**src/rtl/wb_arb_pkg.sv**
```systemverilog
// Shared definitions for the two-master Wishbone host arbiter.
//   state_t  : arbiter FSM states (IDLE, BUSY, ABORT)
//   CNT_W    : width of the stalled-transfer counter
//   GNT_*    : one-hot grant encodings driven on grant_o
package wb_arb_pkg;

    typedef enum logic [1:0] {
        IDLE  = 2'd0,
        BUSY  = 2'd1,
        ABORT = 2'd2
    } state_t;

    localparam int CNT_W = 8;

    localparam logic [1:0] GNT_NONE = 2'b00;
    localparam logic [1:0] GNT_M0   = 2'b01;
    localparam logic [1:0] GNT_M1   = 2'b10;

endpackage

```
**src/rtl/wb_host_arbiter_if.sv**
```systemverilog
// Classic single-beat Wishbone bus bundle.
//   cyc, stb, we, adr, dat_w, sel : driven by the bus master
//   ack, err, dat_r               : driven by the bus slave
// modport master : the side that initiates transfers
// modport slave  : the side that responds to transfers
interface wb_host_arbiter_if #(
    parameter int AW = 32,
    parameter int DW = 32
);

    logic            cyc;
    logic            stb;
    logic            we;
    logic [AW-1:0]   adr;
    logic [DW-1:0]   dat_w;
    logic [DW/8-1:0] sel;
    logic            ack;
    logic            err;
    logic [DW-1:0]   dat_r;

    modport master (
        output cyc, stb, we, adr, dat_w, sel,
        input  ack, err, dat_r
    );

    modport slave (
        input  cyc, stb, we, adr, dat_w, sel,
        output ack, err, dat_r
    );

endinterface

```
**src/rtl/rr_arb2.sv**
```systemverilog
// Combinational two-way round-robin pick.
//   req_i  : request vector, bit N = master N
//   last_i : index of the master that owned the bus most recently
//   gnt_o  : one-hot pick, GNT_NONE when nobody requests
module rr_arb2
    import wb_arb_pkg::*;
(
    input  logic [1:0] req_i,
    input  logic       last_i,
    output logic [1:0] gnt_o
);

    // On a tie the master that did not own the bus last time wins.
    always_comb begin
        gnt_o = GNT_NONE;
        case (req_i)
            2'b01:   gnt_o = GNT_M0;
            2'b10:   gnt_o = GNT_M1;
            2'b11:   gnt_o = last_i ? GNT_M0 : GNT_M1;
            default: gnt_o = GNT_NONE;
        endcase
    end

endmodule

```
**src/rtl/wb_host_arbiter.sv**
```systemverilog
// Two-master, one-slave Wishbone arbiter with round-robin fairness and a
// stalled-transfer timeout.
//   clk_i, rst_ni : clock, asynchronous active-low reset
//   m0, m1        : master ports (management core, logic-analyzer master)
//   s             : slave port towards the SoC
//   grant_o       : one-hot current owner, 00 when idle
//   timeout_o     : one-cycle pulse when a stalled transfer is aborted
module wb_host_arbiter
    import wb_arb_pkg::*;
#(
    parameter int AW      = 32,
    parameter int DW      = 32,
    parameter int TIMEOUT = 255
) (
    input  logic                clk_i,
    input  logic                rst_ni,
    wb_host_arbiter_if.slave    m0,
    wb_host_arbiter_if.slave    m1,
    wb_host_arbiter_if.master   s,
    output logic [1:0]          grant_o,
    output logic                timeout_o
);

    localparam logic [CNT_W-1:0] TIMEOUT_CNT = CNT_W'(TIMEOUT);

    state_t           state_q, state_d;
    logic [1:0]       grant_q, grant_d;
    logic             last_q, last_d;
    logic [CNT_W-1:0] cnt_q, cnt_d;

    logic [1:0]       req;
    logic [1:0]       pick;
    logic             own;
    logic             own_cyc;
    logic             own_stb;

    assign req     = {m1.cyc & m1.stb, m0.cyc & m0.stb};
    assign own     = grant_q[1];
    assign own_cyc = own ? m1.cyc : m0.cyc;
    assign own_stb = own ? m1.stb : m0.stb;

    rr_arb2 u_rr_arb2 (
        .req_i  (req),
        .last_i (last_q),
        .gnt_o  (pick)
    );

    // State, grant, last-owner and stall-counter registers.
    // last_q resets to 1 so master 0 wins the first tie.
    always_ff @(posedge clk_i or negedge rst_ni) begin
        if (!rst_ni) begin
            state_q <= IDLE;
            grant_q <= GNT_NONE;
            last_q  <= 1'b1;
            cnt_q   <= '0;
        end else begin
            state_q <= state_d;
            grant_q <= grant_d;
            last_q  <= last_d;
            cnt_q   <= cnt_d;
        end
    end

    // Next-state logic. The counter only carries a value while the
    // tenure stays in BUSY; every other path clears it. An ack in the
    // same cycle the limit is reached takes priority over the abort.
    always_comb begin
        state_d = state_q;
        grant_d = grant_q;
        last_d  = last_q;
        cnt_d   = '0;
        case (state_q)
            IDLE: begin
                if (pick != GNT_NONE) begin
                    grant_d = pick;
                    state_d = BUSY;
                end
            end
            BUSY: begin
                if (!own_cyc) begin
                    last_d  = own;
                    grant_d = GNT_NONE;
                    state_d = IDLE;
                end else if (s.ack) begin
                    cnt_d = '0;
                end else if (cnt_q == TIMEOUT_CNT) begin
                    state_d = ABORT;
                end else if (own_stb) begin
                    cnt_d = cnt_q + 1'b1;
                end else begin
                    cnt_d = cnt_q;
                end
            end
            ABORT: begin
                last_d  = own;
                grant_d = GNT_NONE;
                state_d = IDLE;
            end
            default: begin
                grant_d = GNT_NONE;
                state_d = IDLE;
            end
        endcase
    end

    // Slave-side mux: the owner's request is only visible in BUSY, so the
    // slave strobes are forced low in IDLE and during the ABORT cycle.
    always_comb begin
        s.cyc   = 1'b0;
        s.stb   = 1'b0;
        s.we    = 1'b0;
        s.adr   = {AW{1'b0}};
        s.dat_w = {DW{1'b0}};
        s.sel   = '0;
        if (state_q == BUSY) begin
            if (own) begin
                s.cyc   = m1.cyc;
                s.stb   = m1.stb;
                s.we    = m1.we;
                s.adr   = m1.adr;
                s.dat_w = m1.dat_w;
                s.sel   = m1.sel;
            end else begin
                s.cyc   = m0.cyc;
                s.stb   = m0.stb;
                s.we    = m0.we;
                s.adr   = m0.adr;
                s.dat_w = m0.dat_w;
                s.sel   = m0.sel;
            end
        end
    end

    // Master-side responses: ack and read data reach the owner only, and
    // only in BUSY, so acks arriving in IDLE or ABORT are dropped.
    always_comb begin
        m0.ack   = 1'b0;
        m0.err   = 1'b0;
        m0.dat_r = {DW{1'b0}};
        m1.ack   = 1'b0;
        m1.err   = 1'b0;
        m1.dat_r = {DW{1'b0}};
        if (state_q == BUSY) begin
            if (grant_q[0]) begin
                m0.ack   = s.ack;
                m0.dat_r = s.dat_r;
            end
            if (grant_q[1]) begin
                m1.ack   = s.ack;
                m1.dat_r = s.dat_r;
            end
        end
        if (state_q == ABORT) begin
            m0.err = grant_q[0];
            m1.err = grant_q[1];
        end
    end

    assign grant_o   = grant_q;
    assign timeout_o = (state_q == ABORT);

endmodule

```
**src/flat_wrapper.sv**
```systemverilog
// flat-port wrapper written by rule: the top's interface ports become plain ports
module wb_host_arbiter_flat import wb_arb_pkg::*;
#(
    parameter int AW      = 32,
    parameter int DW      = 32,
    parameter int TIMEOUT = 255
)
  (clk_i, rst_ni, grant_o, timeout_o, m0_cyc, m0_stb, m0_we, m0_adr, m0_dat_w, m0_sel, m0_ack, m0_err, m0_dat_r, m1_cyc, m1_stb, m1_we, m1_adr, m1_dat_w, m1_sel, m1_ack, m1_err, m1_dat_r, s_cyc, s_stb, s_we, s_adr, s_dat_w, s_sel, s_ack, s_err, s_dat_r);
  wb_host_arbiter_if #(.AW(AW), .DW(DW)) m0_i ();
  wb_host_arbiter_if #(.AW(AW), .DW(DW)) m1_i ();
  wb_host_arbiter_if #(.AW(AW), .DW(DW)) s_i ();
  input  logic clk_i;
  input  logic rst_ni;
  output logic [1:0] grant_o;
  output logic timeout_o;
  input wire logic [$bits(m0_i.cyc)-1:0] m0_cyc;
  input wire logic [$bits(m0_i.stb)-1:0] m0_stb;
  input wire logic [$bits(m0_i.we)-1:0] m0_we;
  input wire logic [$bits(m0_i.adr)-1:0] m0_adr;
  input wire logic [$bits(m0_i.dat_w)-1:0] m0_dat_w;
  input wire logic [$bits(m0_i.sel)-1:0] m0_sel;
  output wire logic [$bits(m0_i.ack)-1:0] m0_ack;
  output wire logic [$bits(m0_i.err)-1:0] m0_err;
  output wire logic [$bits(m0_i.dat_r)-1:0] m0_dat_r;
  input wire logic [$bits(m1_i.cyc)-1:0] m1_cyc;
  input wire logic [$bits(m1_i.stb)-1:0] m1_stb;
  input wire logic [$bits(m1_i.we)-1:0] m1_we;
  input wire logic [$bits(m1_i.adr)-1:0] m1_adr;
  input wire logic [$bits(m1_i.dat_w)-1:0] m1_dat_w;
  input wire logic [$bits(m1_i.sel)-1:0] m1_sel;
  output wire logic [$bits(m1_i.ack)-1:0] m1_ack;
  output wire logic [$bits(m1_i.err)-1:0] m1_err;
  output wire logic [$bits(m1_i.dat_r)-1:0] m1_dat_r;
  output wire logic [$bits(s_i.cyc)-1:0] s_cyc;
  output wire logic [$bits(s_i.stb)-1:0] s_stb;
  output wire logic [$bits(s_i.we)-1:0] s_we;
  output wire logic [$bits(s_i.adr)-1:0] s_adr;
  output wire logic [$bits(s_i.dat_w)-1:0] s_dat_w;
  output wire logic [$bits(s_i.sel)-1:0] s_sel;
  input wire logic [$bits(s_i.ack)-1:0] s_ack;
  input wire logic [$bits(s_i.err)-1:0] s_err;
  input wire logic [$bits(s_i.dat_r)-1:0] s_dat_r;
  assign m0_i.cyc = m0_cyc;
  assign m0_i.stb = m0_stb;
  assign m0_i.we = m0_we;
  assign m0_i.adr = m0_adr;
  assign m0_i.dat_w = m0_dat_w;
  assign m0_i.sel = m0_sel;
  assign m0_ack = m0_i.ack;
  assign m0_err = m0_i.err;
  assign m0_dat_r = m0_i.dat_r;
  assign m1_i.cyc = m1_cyc;
  assign m1_i.stb = m1_stb;
  assign m1_i.we = m1_we;
  assign m1_i.adr = m1_adr;
  assign m1_i.dat_w = m1_dat_w;
  assign m1_i.sel = m1_sel;
  assign m1_ack = m1_i.ack;
  assign m1_err = m1_i.err;
  assign m1_dat_r = m1_i.dat_r;
  assign s_cyc = s_i.cyc;
  assign s_stb = s_i.stb;
  assign s_we = s_i.we;
  assign s_adr = s_i.adr;
  assign s_dat_w = s_i.dat_w;
  assign s_sel = s_i.sel;
  assign s_i.ack = s_ack;
  assign s_i.err = s_err;
  assign s_i.dat_r = s_dat_r;
  wb_host_arbiter #(.AW(AW), .DW(DW), .TIMEOUT(TIMEOUT)) u_core (.clk_i(clk_i), .rst_ni(rst_ni), .m0(m0_i), .m1(m1_i), .s(s_i), .grant_o(grant_o), .timeout_o(timeout_o));
endmodule
```
**config.mk**
```make
export PLATFORM = sky130hd
export DESIGN_NAME = wb_host_arbiter_flat
export DESIGN_NICKNAME = d
export VERILOG_FILES = /design/src/rtl/wb_arb_pkg.sv /design/src/rtl/wb_host_arbiter_if.sv /design/src/rtl/rr_arb2.sv /design/src/rtl/wb_host_arbiter.sv /design/src/flat_wrapper.sv
export SDC_FILE = /design/constraint.sdc
export NUM_CORES = 1
export LEC_CHECK = 0
export ABC_AREA = 1
export BUFFER_PORTS_ARGS = -buffer_cell sky130_fd_sc_hd__buf_4
export CELL_PAD_IN_SITES_DETAIL_PLACEMENT = 1
export CELL_PAD_IN_SITES_GLOBAL_PLACEMENT = 1
export CORE_AREA = 2 2 124 126
export CTS_BUF_LIST = sky130_fd_sc_hd__clkbuf_16
export DETAILED_ROUTE_END_ITERATION = 10
export DIE_AREA = 0 0 126 128
export PLACE_DENSITY_LB_ADDON = 0.1
export SYNTH_ARGS = -nofsm -noshare
export SYNTH_HDL_FRONTEND = slang
export SYNTH_HIERARCHICAL = 1
export SYNTH_SLANG_ARGS = --single-unit
```
**constraint.sdc**
```tcl
create_clock -name clk_i -period 1.76 [get_ports clk_i]
set_clock_uncertainty 0.15 [all_clocks]
set_input_delay 0 -clock clk_i [delete_from_list [all_inputs] [get_ports clk_i]]
set_output_delay 0 -clock clk_i [all_outputs]
set_load 0.005 [all_outputs]
```
* Word level (Yosys, flattened, before mapping) *
Index checks and enable logic that the tools add are counted.

cells by class
  $add $sub $neg = 1
  multiply operators = 0
  shift-type cells = 0
  divide/modulo/power cells = 0
  bitwise gates (word level) = 2
  equality and inequality tests = 11
  multiplexer cells = 39
  reductions and logical operators = 6
  magnitude comparators = 0

operator list
  kind                   number
  $mux W32               8
  $mux W8                5
  $mux W2                7
  $mux W1                13
  $add A8 B1 Y8 const B  1
  $eq A8 B8 Y1 const B   1
  $mux W4                2
  $pmux W2 S2            2
  $eq A2 B2 Y1 const B   3
  $ne A3 B3 Y1 const B   2
  $pmux W2 S3            1
  $ne A5 B5 Y1 const B   1
  $eq A2 B1 Y1 const B   2
  $reduce_and A2 Y1      2
  $reduce_bool A2 Y1     2
  $reduce_and A3 Y1      1
  $and A1 B1 Y1          2
  $logic_not A2 Y1       1
  $ne A2 B1 Y1 const B   1
  $ne A2 B2 Y1 const B   1
  $pmux W1 S2            1

word-level totals
  flip-flop bits (word level) = 13
  memories = 0
  RAM bits = 0
  bits in latches = 0
  logic and storage cells = 63
  output and inout bits = 142
  bits in read-only memories = 0

* Longest topological paths before layout *
Gate-level depths: netlist of run 1.

  depth in word-level cells = 6
  mapped depth = 11
  mapped depth without buffers = 10

* By module *
Netlist of run 1, hierarchy kept.

by module, submodules not included
  module           times used  seq. area each (um^2)  cells an instance  area an instance (um^2)
  wb_host_arbiter  1           326.6                  439                2,150.8
  rr_arb2          1           0.0                    5                  21.3

* Worst setup path before layout of run 1 *
No wires, ideal clock.

  kind = flip-flop to flip-flop
  from = register u_core.cnt_q[0]
  to = register u_core.cnt_q[7]
  data arrival time = 1.157 ns
  stages on the path, launching flop included = 8
  period minus slack after synthesis = 1.426 ns
  setup slack = 0.334 ns
  setup time = 0.119 ns
  cell sequence = dfrtp_1 > ha_1 > nand2_1 > nor2_1 > a21oi_2 > nand2_2 > a21oi_1 > nor2_1

between the ends
  cells in the longest elaborated chain, start to end = 6
  elaborated cells on any way between the ends = 8
  those cells by class = 1 x add/sub; 2 x eq/ne; 5 x mux

RTL lines
  item                    line                   text
  from (decl)             wb_host_arbiter.sv:29  logic [CNT_W-1:0] cnt_q, cnt_d;
  from (signal assigned)  wb_host_arbiter.sv:60  cnt_q <= cnt_d;
  $add A8 B1 Y8           wb_host_arbiter.sv:89  cnt_d = cnt_q + 1'b1;
  $mux W8                 wb_host_arbiter.sv:88  end else if (own_stb) begin
  $mux W8                 wb_host_arbiter.sv:86  end else if (cnt_q == TIMEOUT_CNT) begin
  $mux W8                 wb_host_arbiter.sv:84  end else if (s.ack) begin
  $mux W8                 wb_host_arbiter.sv:80  if (!own_cyc) begin
  $mux W8                 wb_host_arbiter.sv:72  case (state_q)

Parallel ways exist; a longest one is shown, timed or not. The select of a mux whose other input is x is not followed.
A chain may end at the register's enable or synchronous reset.

* Worst setup path after layout of run 1 *
  from = register u_core.state_q[0]
  to = output s_dat_w[6]

between the ends
  cells in the longest elaborated chain, start to end = 2

RTL lines
  item                    line                    text
  from (decl)             wb_host_arbiter.sv:26   state_t state_q, state_d;
  from (signal assigned)  wb_host_arbiter.sv:57   state_q <= state_d;
  $eq A2 B1 Y1            wb_host_arbiter.sv:115  if (state_q == BUSY) begin
  $mux W32                wb_host_arbiter.sv:115
  to (decl)               flat_wrapper.sv:38      output wire logic [$bits(s_i.dat_w)-1:0] s_dat_w;

No other way between the ends.

==> key figures, run 1 <==
Clock network
  • Clk_lat worst skew: around 0.24 ns
  • Clock-pin slew on the worst setup and hold paths: 0.04 ns
  • CTS buffer count: 3
  • CTS tree: built
  • H-Tree Level Count: 1
  • CTS Buffer Depth: 2
  • Root Buffer: clkbuf_16
  • CTS Sinks: 13

Global routing
  • Largest net degree at the start of global routing: 66
  • Vias in the first global route: 4027
  • Gr ovfl total: 0
  • GRT Overall Usage: roughly 16%
  • Global-route wire length before repair: between 20 and 25 mm
  • Antenna violations before repair: 0

Finish
  • Area grow syn2layout: 129%
  • FF+latch area: between 300 and 400 um^2
  • Layout Utilization: between 30% and 40%
  • Final net count: 931
  • N_diodes: 0
  • Multi-input logic area: 1520 um^2
  • # fillers: 1972
  • Design area: 4970 um^2
  • Share of cells above drive strength 1: 47.0%

Synth
  • Yosys warning count: 6
  • Net Count, Synth: 623
  • Seq/Total Area, Yosys: 15.0%
  • Post-Syn Area per Cell: 4.89 um^2
  • Synth Flop Type: dfrtp_1
  • Unique masters post-synth: 30
  • Area contributors post-synth: nand2_1 (28%), a21oi_1 (17%), nor2_1 (14%)
  • Top cells by count, synth: nand2_1 (163), nor2_1 (82), a21oi_1 (74)
  • Number of synthesized flops with an enable pin: 0
  • Ys async rst share: 100%
  • Top cell type's share of synthesized area: between 20% and 30%
  • Flops & latches, synth: 13
  • Post-synth top area cell: nand2_1
  • Post-Syn Area: 2170 um^2
  • Top-count cell post-synth: nand2_1
  • Mapped Cells: 444

Detailed routing
  • Wire per inst: 15.9 um
  • DRC Markers: 0
  • First-pass DRT Iterations: 4
  • Routed Antenna Nets: 0
  • Final WL: approximately 15 mm
  • Via density: 4.21
  • DR iter-0 viols: 135
  • DR vias: 3953

Worst setup path
  • Critical Path Start: u_core/state_q[0]
  • Reg2reg setup slack: 0.15 ns
  • Worst R2R Start: u_core/cnt_q[0]
  • Worst Path Required: 1.61 ns
  • Kind of critical path: reg -> out
  • CP endpoint kind: primary output
  • Critical path data arrival time: about 1.5 ns
  • Worst-case reg-to-reg path depth: 8
  • Crit path max fanout: 32
  • CP Launch Type: register
  • R2r endpoint: u_core/cnt_q[5]

Min path
  • Hold EP: u_core/cnt_q[6]
  • Min-delay src: m0_cyc
  • Hold path cells: 5
  • Hold WC Path Type: in -> reg

Placed design
  • Placed instance area: between 4000 and 5000 um^2
  • RD Place Congestion: between 0.7 and 0.8
  • Post-DP HPWL: 11.7 mm
  • Port Buffer Count: roughly 320
  • Worst slack, placed: 0.154 ns

Floorplanning
  • Initial core utilization: 14.6%
  • Die X: 126 um
  • Die height: 128 um
  • IO Count: 320
  • Core Region: ~15000 um^2
  • Cell row count: 45
  • Die area: 16100 um^2

Pwr
  • Leak pwr: between 2 and 3 nW
  • Tot Pwr: about 5.2 mW
  • Max VDD drop: 0.471 mV
  • PD cells: 1040 nW/um^2

Timing
  • FMAX: 0.615 GHz
  • RSZ-0062 raised after global routing: false
  • Setup TNS: 0 ns
  • Final setup viols: 0
  • Fin crit share: 92.4%
  • Worst rel slew slack: 66.3%
  • Final worst slack: between 0.1 and 0.15 ns
  • Tightest Pin Transition: 0.504 ns
  • Hold Vio Cnt, Final: 0
  • Post-layout min period: 1.63 ns
  • Slew Viols, Final: 0

Outcome
  • Status: complete, no violations

Run
  • Max_cap viols: 0
[flip-flops by register name, indices dropped and copies added (netlist names)]
name and count:
u_core/last_q 1, u_core/grant_o 2, u_core/cnt_q 8, u_core/state_q 2
[per-stage QoR]
stage               instances  hold WS (ns)
finish                    939        0.0380
global route              939        0.0547
CTS                       934        0.0415
detailed placement        926        -0.289
global placement          926        -0.291
floorplan                 444        -0.446
[cell type report]
type                    instances  share of cell area, %
well taps                     188                   4.74
multi-input cells             348                   30.6
repair buffers                333                   52.4
clock buffers                   3                   1.51
flip-flops and latches         13                   6.60
inverters                      53                   4.06
clock inverters                 1                 0.0756
[kinds of logic (layout without fill, tap and decap cells)]
family,Yosys count,in the layout,synth area share [%]
simple gates,262,262,48.1
compound gates,83,83,19.7
fa+ha+maj,1,1,0.576
buf+inv,83,390,15.8
flops,13,13,15.0
xor+xnor,2,2,0.807
[power by group]
part	switching, mW	internal, mW
Sequential	0.0558	0.359
Combinational	2.24	2.09
Clock	0.118	0.299
[placed cells by master, fill, tap and decap left out]
| cell type | n |
|---|---|
| clkbuf_16 | 5 |
| a21boi_1 | 1 |
| nand3_4 | 1 |
| dlygate4sd3_1 | 4 |
| nand2_2 | 2 |
| inv_1 | 49 |
| o21ai_0 | 2 |
| a21oi_1 | 69 |
| nor3b_2 | 1 |
| nand2_4 | 1 |
| buf_16 | 1 |
| dfstp_2 | 1 |
| dfrtp_1 | 11 |
| nor2_1 | 82 |
| dfrtp_2 | 1 |
| nor2_4 | 1 |
| nand3_1 | 6 |
| buf_12 | 3 |
| buf_4 | 323 |
| nand4_1 | 1 |
| a21oi_2 | 7 |
| inv_4 | 1 |
| nor2_2 | 1 |
| and3_1 | 1 |
| o22ai_1 | 2 |
| nand2_1 | 163 |
| nor3_1 | 1 |
| inv_2 | 4 |
| or2_1 | 1 |
| xor2_1 | 2 |
| o21ai_1 | 2 |
| ha_1 | 1 |
[routing by layer]
layer	up-vias	share of wire [%]	GRT usage, %
li1	1969	-	-
met1	1816	38	19.1
met2	158	54	32.0
met3	10	6.7	2.84
met4	0	0.88	2.07
met5	-	0	0
[critical path, cell delays in order, from the launching register on]
cell       delay [ns]
dfrtp_1          0.33
inv_1            0.07
nor2_4           0.17
inv_2            0.14
clkbuf_16        0.23
a21oi_1          0.15
buf_4            0.13
[worst max path at each step]
| stage | slack, ns | end |
|---|---|---|
| 4_1_cts | 0.02 | s_adr[0] |
| 5_1_grt | 0.001 | s_adr[26] |
| 2_1_floorplan | 0.33 | u_core/cnt_q[7] |
| 3_3_place_gp | 0.21 | u_core/cnt_q[6] |
| 6_report | 0.13 | s_dat_w[6] |
| 3_5_place_dp | 0.15 | u_core/cnt_q[2] |
[repair_timing]
item | 4_1_cts | 5_1_grt
endpoints found under the setup margin | 0 | 34
hold buffers | 4 | 0
endpoints found under the hold margin | 14 | 0
gates resized for setup | 0 | 6
setup buffers | 0 | 3
Note: power is estimated with default switching activity, not from simulation.
==> run 2, diff against run 1 <==
--- a/config.mk
+++ b/config.mk
@@ -9,10 +9,11 @@
 export BUFFER_PORTS_ARGS = -buffer_cell sky130_fd_sc_hd__buf_4
 export CELL_PAD_IN_SITES_DETAIL_PLACEMENT = 1
 export CELL_PAD_IN_SITES_GLOBAL_PLACEMENT = 1
-export CORE_AREA = 2 2 124 126
+export CORE_AREA = 2 2 123 125
 export CTS_BUF_LIST = sky130_fd_sc_hd__clkbuf_16
 export DETAILED_ROUTE_END_ITERATION = 10
-export DIE_AREA = 0 0 126 128
+export DIE_AREA = 0 0 125 127
+export HOLD_SLACK_MARGIN = 0.1
 export PLACE_DENSITY_LB_ADDON = 0.1
 export SYNTH_ARGS = -nofsm -noshare
 export SYNTH_HDL_FRONTEND = slang
==> constraint.sdc (replaced) <==
create_clock -name clk_i -period 2.1 [get_ports clk_i]
set_clock_uncertainty 0.15 [all_clocks]
set_input_delay 0 -clock clk_i [delete_from_list [all_inputs] [get_ports clk_i]]
set_output_delay 0 -clock clk_i [all_outputs]
set_load 0.005 [all_outputs]
==> run 2 against run 1 <==
  * Non-clock buffer count up 1
  * Routed wire length fell by 3.5%
  * Clock power down 16%
  * Clock-buffer cell count stayed put
  * Global-route usage grew 0.39 points
  * Cell count decreased by 0.32%
  * Via count up 1.1%
  * Sequential power down 18%
  * Largest power group unchanged
==> key figures, run 2 (synthesis results as in run 1) <==
Timing
  • Slew Viols, Final: 0 (unchanged)
  • Hold Vio Cnt, Final: 0 (unchanged)
  • Post-layout min period: 1.91 ns
  • Worst rel slew slack: 70.1% (+3.8 points)
  • Final setup viols: 0 (unchanged)
  • RSZ-0062 raised after global routing: false
  • Fin crit share: 90.9%
  • Tightest Pin Transition: 0.449 ns (-0.0551 ns)
  • Setup TNS: 0 ns (unchanged)
  • FMAX: 0.524 GHz

Placed design
  • Total placed cells including tap cells: 925 (-0.11%)
  • RD Place Congestion: 0.822 (+4.2%)
  • Post-DP HPWL: 12.0 mm (+2.6%)
  • Port Buffer Count: 318 (unchanged)

Global routing
  • Global-route wire length before repair: 22.0 mm (+1.6%)
  • Gr ovfl total: 0 (unchanged)
  • Vias in the first global route: 4153 (+3.1%)
  • Largest net degree at the start of global routing: 43 (-35%)
  • GRT Overall Usage: 16.8% (+0.39 points)
  • Antenna violations before repair: 0 (unchanged)

Finish
  • Max reg flops: 8 (unchanged)
  • Most common cell after layout, fill and taps aside: buf_4
  • Share of cells above drive strength 1: 46.0% (-0.99 points)
  • Final net count: 932 (+0.11%)
  • Fin cells: 936 (-0.32%)
  • # fillers: 1923 (-2.5%)
  • Most frequent cells in the layout: buf_4 (326), nand2_1 (163), nor2_1 (82), a21oi_1 (74), inv_1 (49)
  • Most flops, register: u_core/cnt_q
  • N_diodes: 0 (unchanged)
  • Area grow syn2layout: 125%

Clock network
  • CTS Buffer Depth: 2 (unchanged)
  • Clk_lat worst skew: 0.24 ns (about the same)
  • Clock-pin slew on the worst setup and hold paths: 0.05 ns (about the same)
  • CTS buffer count: 3 (unchanged)
  • H-Tree Level Count: 1 (unchanged)
  • CTS Sinks: 13 (unchanged)
  • Number of post-CTS setup repair buffers: 0 (unchanged)
  • Post-cts sizing count: 0 (unchanged)
  • CTS tree: built
  • Root Buffer: clkbuf_16

Detailed routing
  • DR vias: 3995 (+1.1%)
  • DR iter-0 viols: 132 (-2.2%)
  • First-pass DRT Iterations: 4 (unchanged)
  • Via density: 4.27 (+1.4%)
  • Wire per inst: 15.4 um (-3.2%)
  • DRC Markers: 0 (unchanged)
  • Final WL: 14.4 mm (-3.5%)
  • Routed Antenna Nets: 0 (unchanged)

Pwr
  • PD cells: 838 nW/um^2 (-19%)
  • Leak pwr: 2.83 nW (-1.0%)
  • Max VDD drop: 0.472 mV (+0.20%)

Worst setup path
  • Reg2reg setup slack: 0.23 ns (+0.08 ns)
  • Critical Path Start: u_core/grant_o[1]
  • Kind of critical path: reg -> out
  • Crit-path cells: inv_4, nand2_2, nand2_4, dlygate4sd3_1, nand2_1, inv_1, buf_4
  • CP max-delay cell: dlygate4sd3_1
  • Crit path max fanout: 5 (-84%)
  • CP Launch Type: register
  • CP endpoint kind: primary output
  • Worst-case reg-to-reg path depth: 8 (unchanged)
  • Worst Path Required: 1.95 ns (+0.34 ns)
  • Worst R2R Start: u_core/grant_o[1]
  • Critical path data arrival time: 1.76 ns (+0.28 ns)
  • CP max stage delay: 0.60 ns (+0.27 ns)
  • Crit path to: s_cyc
  • R2r endpoint: u_core/grant_o[0]

Floorplanning
  • Initial core utilization: 15.1% (+0.45 points)
  • IO Count: 320 (unchanged)
  • Die height: 127 um (-0.78%)
  • Die area: 15900 um^2 (-1.6%)
  • Die X: 125 um (-0.79%)
  • Cell row count: 44 (-2.2%)
  • Core Region: 14400 um^2 (-3.0%)

Run
  • Max_cap viols: 0 (unchanged)

Outcome
  • Status: complete, no violations

Min path
  • Hold WC Path Type: in -> reg
==> run 2: area by class of cell <==
class	instances	area [um^2]	share of cell area, %
inverter	53	201	4.13
clock buffer	3	75.1	1.54
clock inverter	1	3.75	0.0769
multi-input combinational	348	1500	30.8
tap	184	230	4.72
sequential	13	328	6.72
timing repair buffer	334	2540	52.0
==> run 2: metrics by stage <==
step,cell area [um^2],hold WS [ns],power [mW],util (%),setup WS (ns)
after detailed placement,4730,-0.289,3.79,32.8,0.492
after floorplan,2170,-0.446,1.87,-,0.674
after CTS,4890,0.133,4.19,33.9,0.0799
after global placement,4730,-0.290,3.74,32.8,0.527
after global routing,4880,0.181,4.48,33.8,0.106
final,4880,0.140,4.09,33.8,0.190
==> run 2: power by group <==
group	switching (mW)	total [mW]	internal, mW	leakage, nW
clock network	0.0995	0.350	0.251	0.0423
registers	0.0395	0.341	0.301	0.173
logic	1.79	3.40	1.61	2.62
==> run 2: how the worst min path moves through the flow <==
| stage | end | start | cells past startpoint | slack [ns] |
|---|---|---|---|---|
| finish | u_core/cnt_q[7] | m1_cyc | 7 | 0.14 |
| global route | u_core/cnt_q[7] | m1_cyc | 7 | 0.18 |
| CTS | u_core/grant_o[1] | m1_cyc | 7 | 0.13 |
| detailed placement | u_core/cnt_q[6] | rst_ni | 1 | -0.29 |
| global placement | u_core/cnt_q[6] | rst_ni | 1 | -0.29 |
| floorplan | u_core/cnt_q[0] | rst_ni | 0 | -0.45 |
==> run 2: layer usage <==
metal / vias up / track usage, % / routed length [um]
li1: 1966 / - / -
met3: 20 / 2.47 / 760
met5: - / 0 / 0
met2: 173 / 33.2 / 7820
met1: 1836 / 19.0 / 5510
met4: 0 / 3.59 / 351
==> run 2: what timing repair did <==
item / CTS / global route
endpoints found under the hold margin: 17 / 0
hold buffers: 8 / 0
setup endpoints to repair: 0 / 1
==> run 2: critical path, delay by kind of cell, from the launching register on <==
kind,cells,cell delay [ns]
buffers and inverters,4,0.85
and+or+nand+nor,3,0.23
DFF,1,0.44
==> run 3, diff against run 2 <==
--- a/config.mk
+++ b/config.mk
@@ -9,10 +9,10 @@
 export BUFFER_PORTS_ARGS = -buffer_cell sky130_fd_sc_hd__buf_4
 export CELL_PAD_IN_SITES_DETAIL_PLACEMENT = 1
 export CELL_PAD_IN_SITES_GLOBAL_PLACEMENT = 1
-export CORE_AREA = 2 2 123 125
+export CORE_MARGIN = 10
+export CORE_UTILIZATION = 17
 export CTS_BUF_LIST = sky130_fd_sc_hd__clkbuf_16
 export DETAILED_ROUTE_END_ITERATION = 10
-export DIE_AREA = 0 0 125 127
 export HOLD_SLACK_MARGIN = 0.1
 export PLACE_DENSITY_LB_ADDON = 0.1
 export SYNTH_ARGS = -nofsm -noshare
==> run 3 against run 2 <==
  * Sequential power rose by 9.1%
  * Setup slack lost 0.042 ns
  * Highest routed layer unchanged
  * Sequential share of layout area barely moved
  * Largest power group unchanged
  * Via count down 0.90%
  * Routed wire length increased by 19%
==> key figures, run 3 (synthesis results as in run 1) <==
Detailed routing
  • DR iter-0 viols: 156 (+18%)
  • Wire per inst: 18.7 um (+21%)
  • DR vias: 3959 (-0.90%)
  • Via density: 4.30 (+0.71%)
  • Final WL: 17.2 mm (+19%)
  • DRC Markers: 0 (unchanged)
  • Routed Antenna Nets: 0 (unchanged)
  • First-pass DRT Iterations: 4 (unchanged)

Clock network
  • Clk_lat worst skew: 0.24 ns (about the same)
  • CTS tree: built
  • CTS Sinks: 13 (unchanged)
  • Root Buffer: clkbuf_16
  • CTS Buffer Depth: 2 (unchanged)
  • H-Tree Level Count: 1 (unchanged)
  • Clock-pin slew on the worst setup and hold paths: 0.04 ns (about the same)
  • Number of post-CTS setup repair buffers: 0 (unchanged)
  • CTS buffer count: 3 (unchanged)

Finish
  • Fin cells: 921 (-1.6%)
  • # fillers: 1699 (-12%)
  • Most common cell after layout, fill and taps aside: buf_4
  • Most frequent cells in the layout: buf_4 (322), nand2_1 (163), nor2_1 (82), a21oi_1 (74), inv_1 (49)
  • Share of cells above drive strength 1: 45.9% (-0.083 points)
  • Most flops, register: u_core/cnt_q
  • Max reg flops: 8 (unchanged)
  • N_diodes: 0 (unchanged)
  • Design area: 4860 um^2 (-0.31%)
  • Final net count: 929 (-0.32%)
  • Area grow syn2layout: 124%
  • Layout Utilization: 38.7% (+4.9 points)

Global routing
  • Largest net degree at the start of global routing: 73 (+70%)
  • GRT Overall Usage: 18.2% (+1.4 points)
  • Gr ovfl total: 0 (unchanged)
  • Antenna violations before repair: 0 (unchanged)
  • Global-route wire length before repair: 25.9 mm (+18%)
  • Vias in the first global route: 4197 (+1.1%)

Min path
  • Hold WC Path Type: in -> reg

Worst setup path
  • CP max-delay cell: dfrtp_2
  • CP Launch Type: register
  • Crit-path cells: nand2_1, nand2_4, nand3_4, dlygate4sd3_1, nor3b_2
  • Crit path max fanout: 17 (+12)
  • CP endpoint kind: register
  • CP max stage delay: 0.59 ns (about the same)
  • Worst Path Required: 2.11 ns (+0.16 ns)
  • Critical path data arrival time: 1.97 ns (+0.21 ns)
  • Family with the most delay on the worst path: flip-flops
  • Kind of critical path: reg -> reg
  • Worst Path Buf+Inv: 1 (-3)

Timing
  • FMAX: 0.512 GHz (-2.2%)
  • Setup TNS: 0 ns (unchanged)
  • Worst rel slew slack: 70.3% (+0.19 points)
  • Final setup viols: 0 (unchanged)
  • Tightest Pin Transition: 0.445 ns (-0.00352 ns)
  • RSZ-0062 raised after global routing: false
  • Fin crit share: 93.0% (+2.0 points)
  • Hold Vio Cnt, Final: 0 (unchanged)
  • Slew Viols, Final: 0 (unchanged)
  • Final worst slack: 0.148 ns (-0.0423 ns)
  • Post-layout min period: 1.95 ns (+0.0423 ns)

Placed design
  • Worst slack, placed: 0.443 ns (-0.0489 ns)
  • RD Place Congestion: 0.799 (-2.8%)
  • Placed instance area: 4720 um^2 (-0.11%)
  • Total placed cells including tap cells: 911 (-1.5%)
  • Post-DP HPWL: 14.7 mm (+23%)
  • Port Buffer Count: 318 (unchanged)

Floorplanning
  • Core Region: 12600 um^2 (-13%)
  • Initial core utilization: 17.3% (+2.2 points)
  • Cell row count: 41 (-6.8%)
  • Die X: 133 um (+6.4%)
  • Die height: 133 um (+4.8%)
  • IO Count: 320 (unchanged)
  • Die area: 17700 um^2 (+11%)

Run
  • Max_cap viols: 0 (unchanged)

Pwr
  • Net Sw Frac: 48.0% (+0.84 points)
  • Leak pwr: 2.83 nW (-0.14%)
  • Max VDD drop: 0.381 mV (-19%)
  • Internal power: 2.18 mW (+0.84%)
  • Clock power frac: 8.5% (about the same)
  • PD cells: 862 nW/um^2 (+2.8%)
  • Switching Power: 2.01 mW (+4.3%)
  • Combinational share of power: 82.6% (-0.5 points)
  • Seq pwr share: 8.9% (+0.6 points)

Outcome
  • Status: complete, no violations
run 3: changes by cell type in the layout (fill, tap and decap cells not counted):
cell and delta:
buf_4 -4, buf_12 +2, dlygate4sd3_1 -1
run 3: worst paths after layout:
check | start | end | slack [ns] | depth (start not counted)
worst max-delay path | u_core/grant_o[1] | u_core/cnt_q[6] | 0.15 | 5
worst min-delay path | m1_cyc | u_core/grant_o[1] | 0.1 | 7
worst max register to register | u_core/grant_o[1] | u_core/cnt_q[6] | 0.15 | 5
worst min register to register | u_core/last_q | u_core/last_q | 0.38 | 2
max in group asynchronous | rst_ni | u_core/last_q | 1.02 | 3
min in group asynchronous | rst_ni | u_core/grant_o[0] | 0.55 | 3
run 3: repair_timing:
item,CTS,global route
hold buffers,7,0
endpoints found under the hold margin,22,0
gates resized for setup,0,0
endpoints found under the setup margin,0,1
run 3: metrics by stage:
| step | power [mW] | hold slack (ns) |
|---|---|---|
| 2_1_floorplan | 1.87 | -0.446 |
| 3_3_place_gp | 3.86 | -0.293 |
| 3_5_place_dp | 3.92 | -0.293 |
| 4_1_cts | 4.30 | 0.101 |
| 5_1_grt | 4.58 | 0.166 |
| 6_report | 4.19 | 0.0979 |
run 3: area by class of cell:
| cell class | count | area (um^2) | area share [%] |
|---|---|---|---|
| Clock buffer | 3 | 75.1 | 1.54 |
| Clock inverter | 1 | 3.75 | 0.0772 |
| Inverter | 53 | 201 | 4.14 |
| Multi-Input combinational cell | 348 | 1500 | 30.9 |
| Sequential cell | 13 | 328 | 6.74 |
| Tap cell | 172 | 215 | 4.43 |
| Timing Repair Buffer | 331 | 2540 | 52.2 |
run 3: layer usage:
layer,share of wire [%],wire length [um],track usage [%],vias to the layer above
li1,-,-,-,1962
met1,36,6160,19.0,1816
met2,55,9430,35.8,174
met3,9.0,1550,5.41,7
met4,0.51,87,1.59,0
met5,0,0,0,-
run 3: worst min-delay path, cell delays in order:
cell	delay [ns]
buf_4	0.11
nand2_1	0.05
inv_1	0.05
inv_1	0.06
a21oi_1	0.04
inv_1	0.06
o22ai_1	0.08
run 3: power by group through the flow:
stage               clock network, mW  logic (mW)  registers, mW
global placement                    0        3.48          0.374
global route                    0.377        3.82          0.384
floorplan                           0        1.54          0.327
finish                          0.355        3.46          0.372
detailed placement                  0        3.53          0.381
CTS                             0.363        3.56          0.376
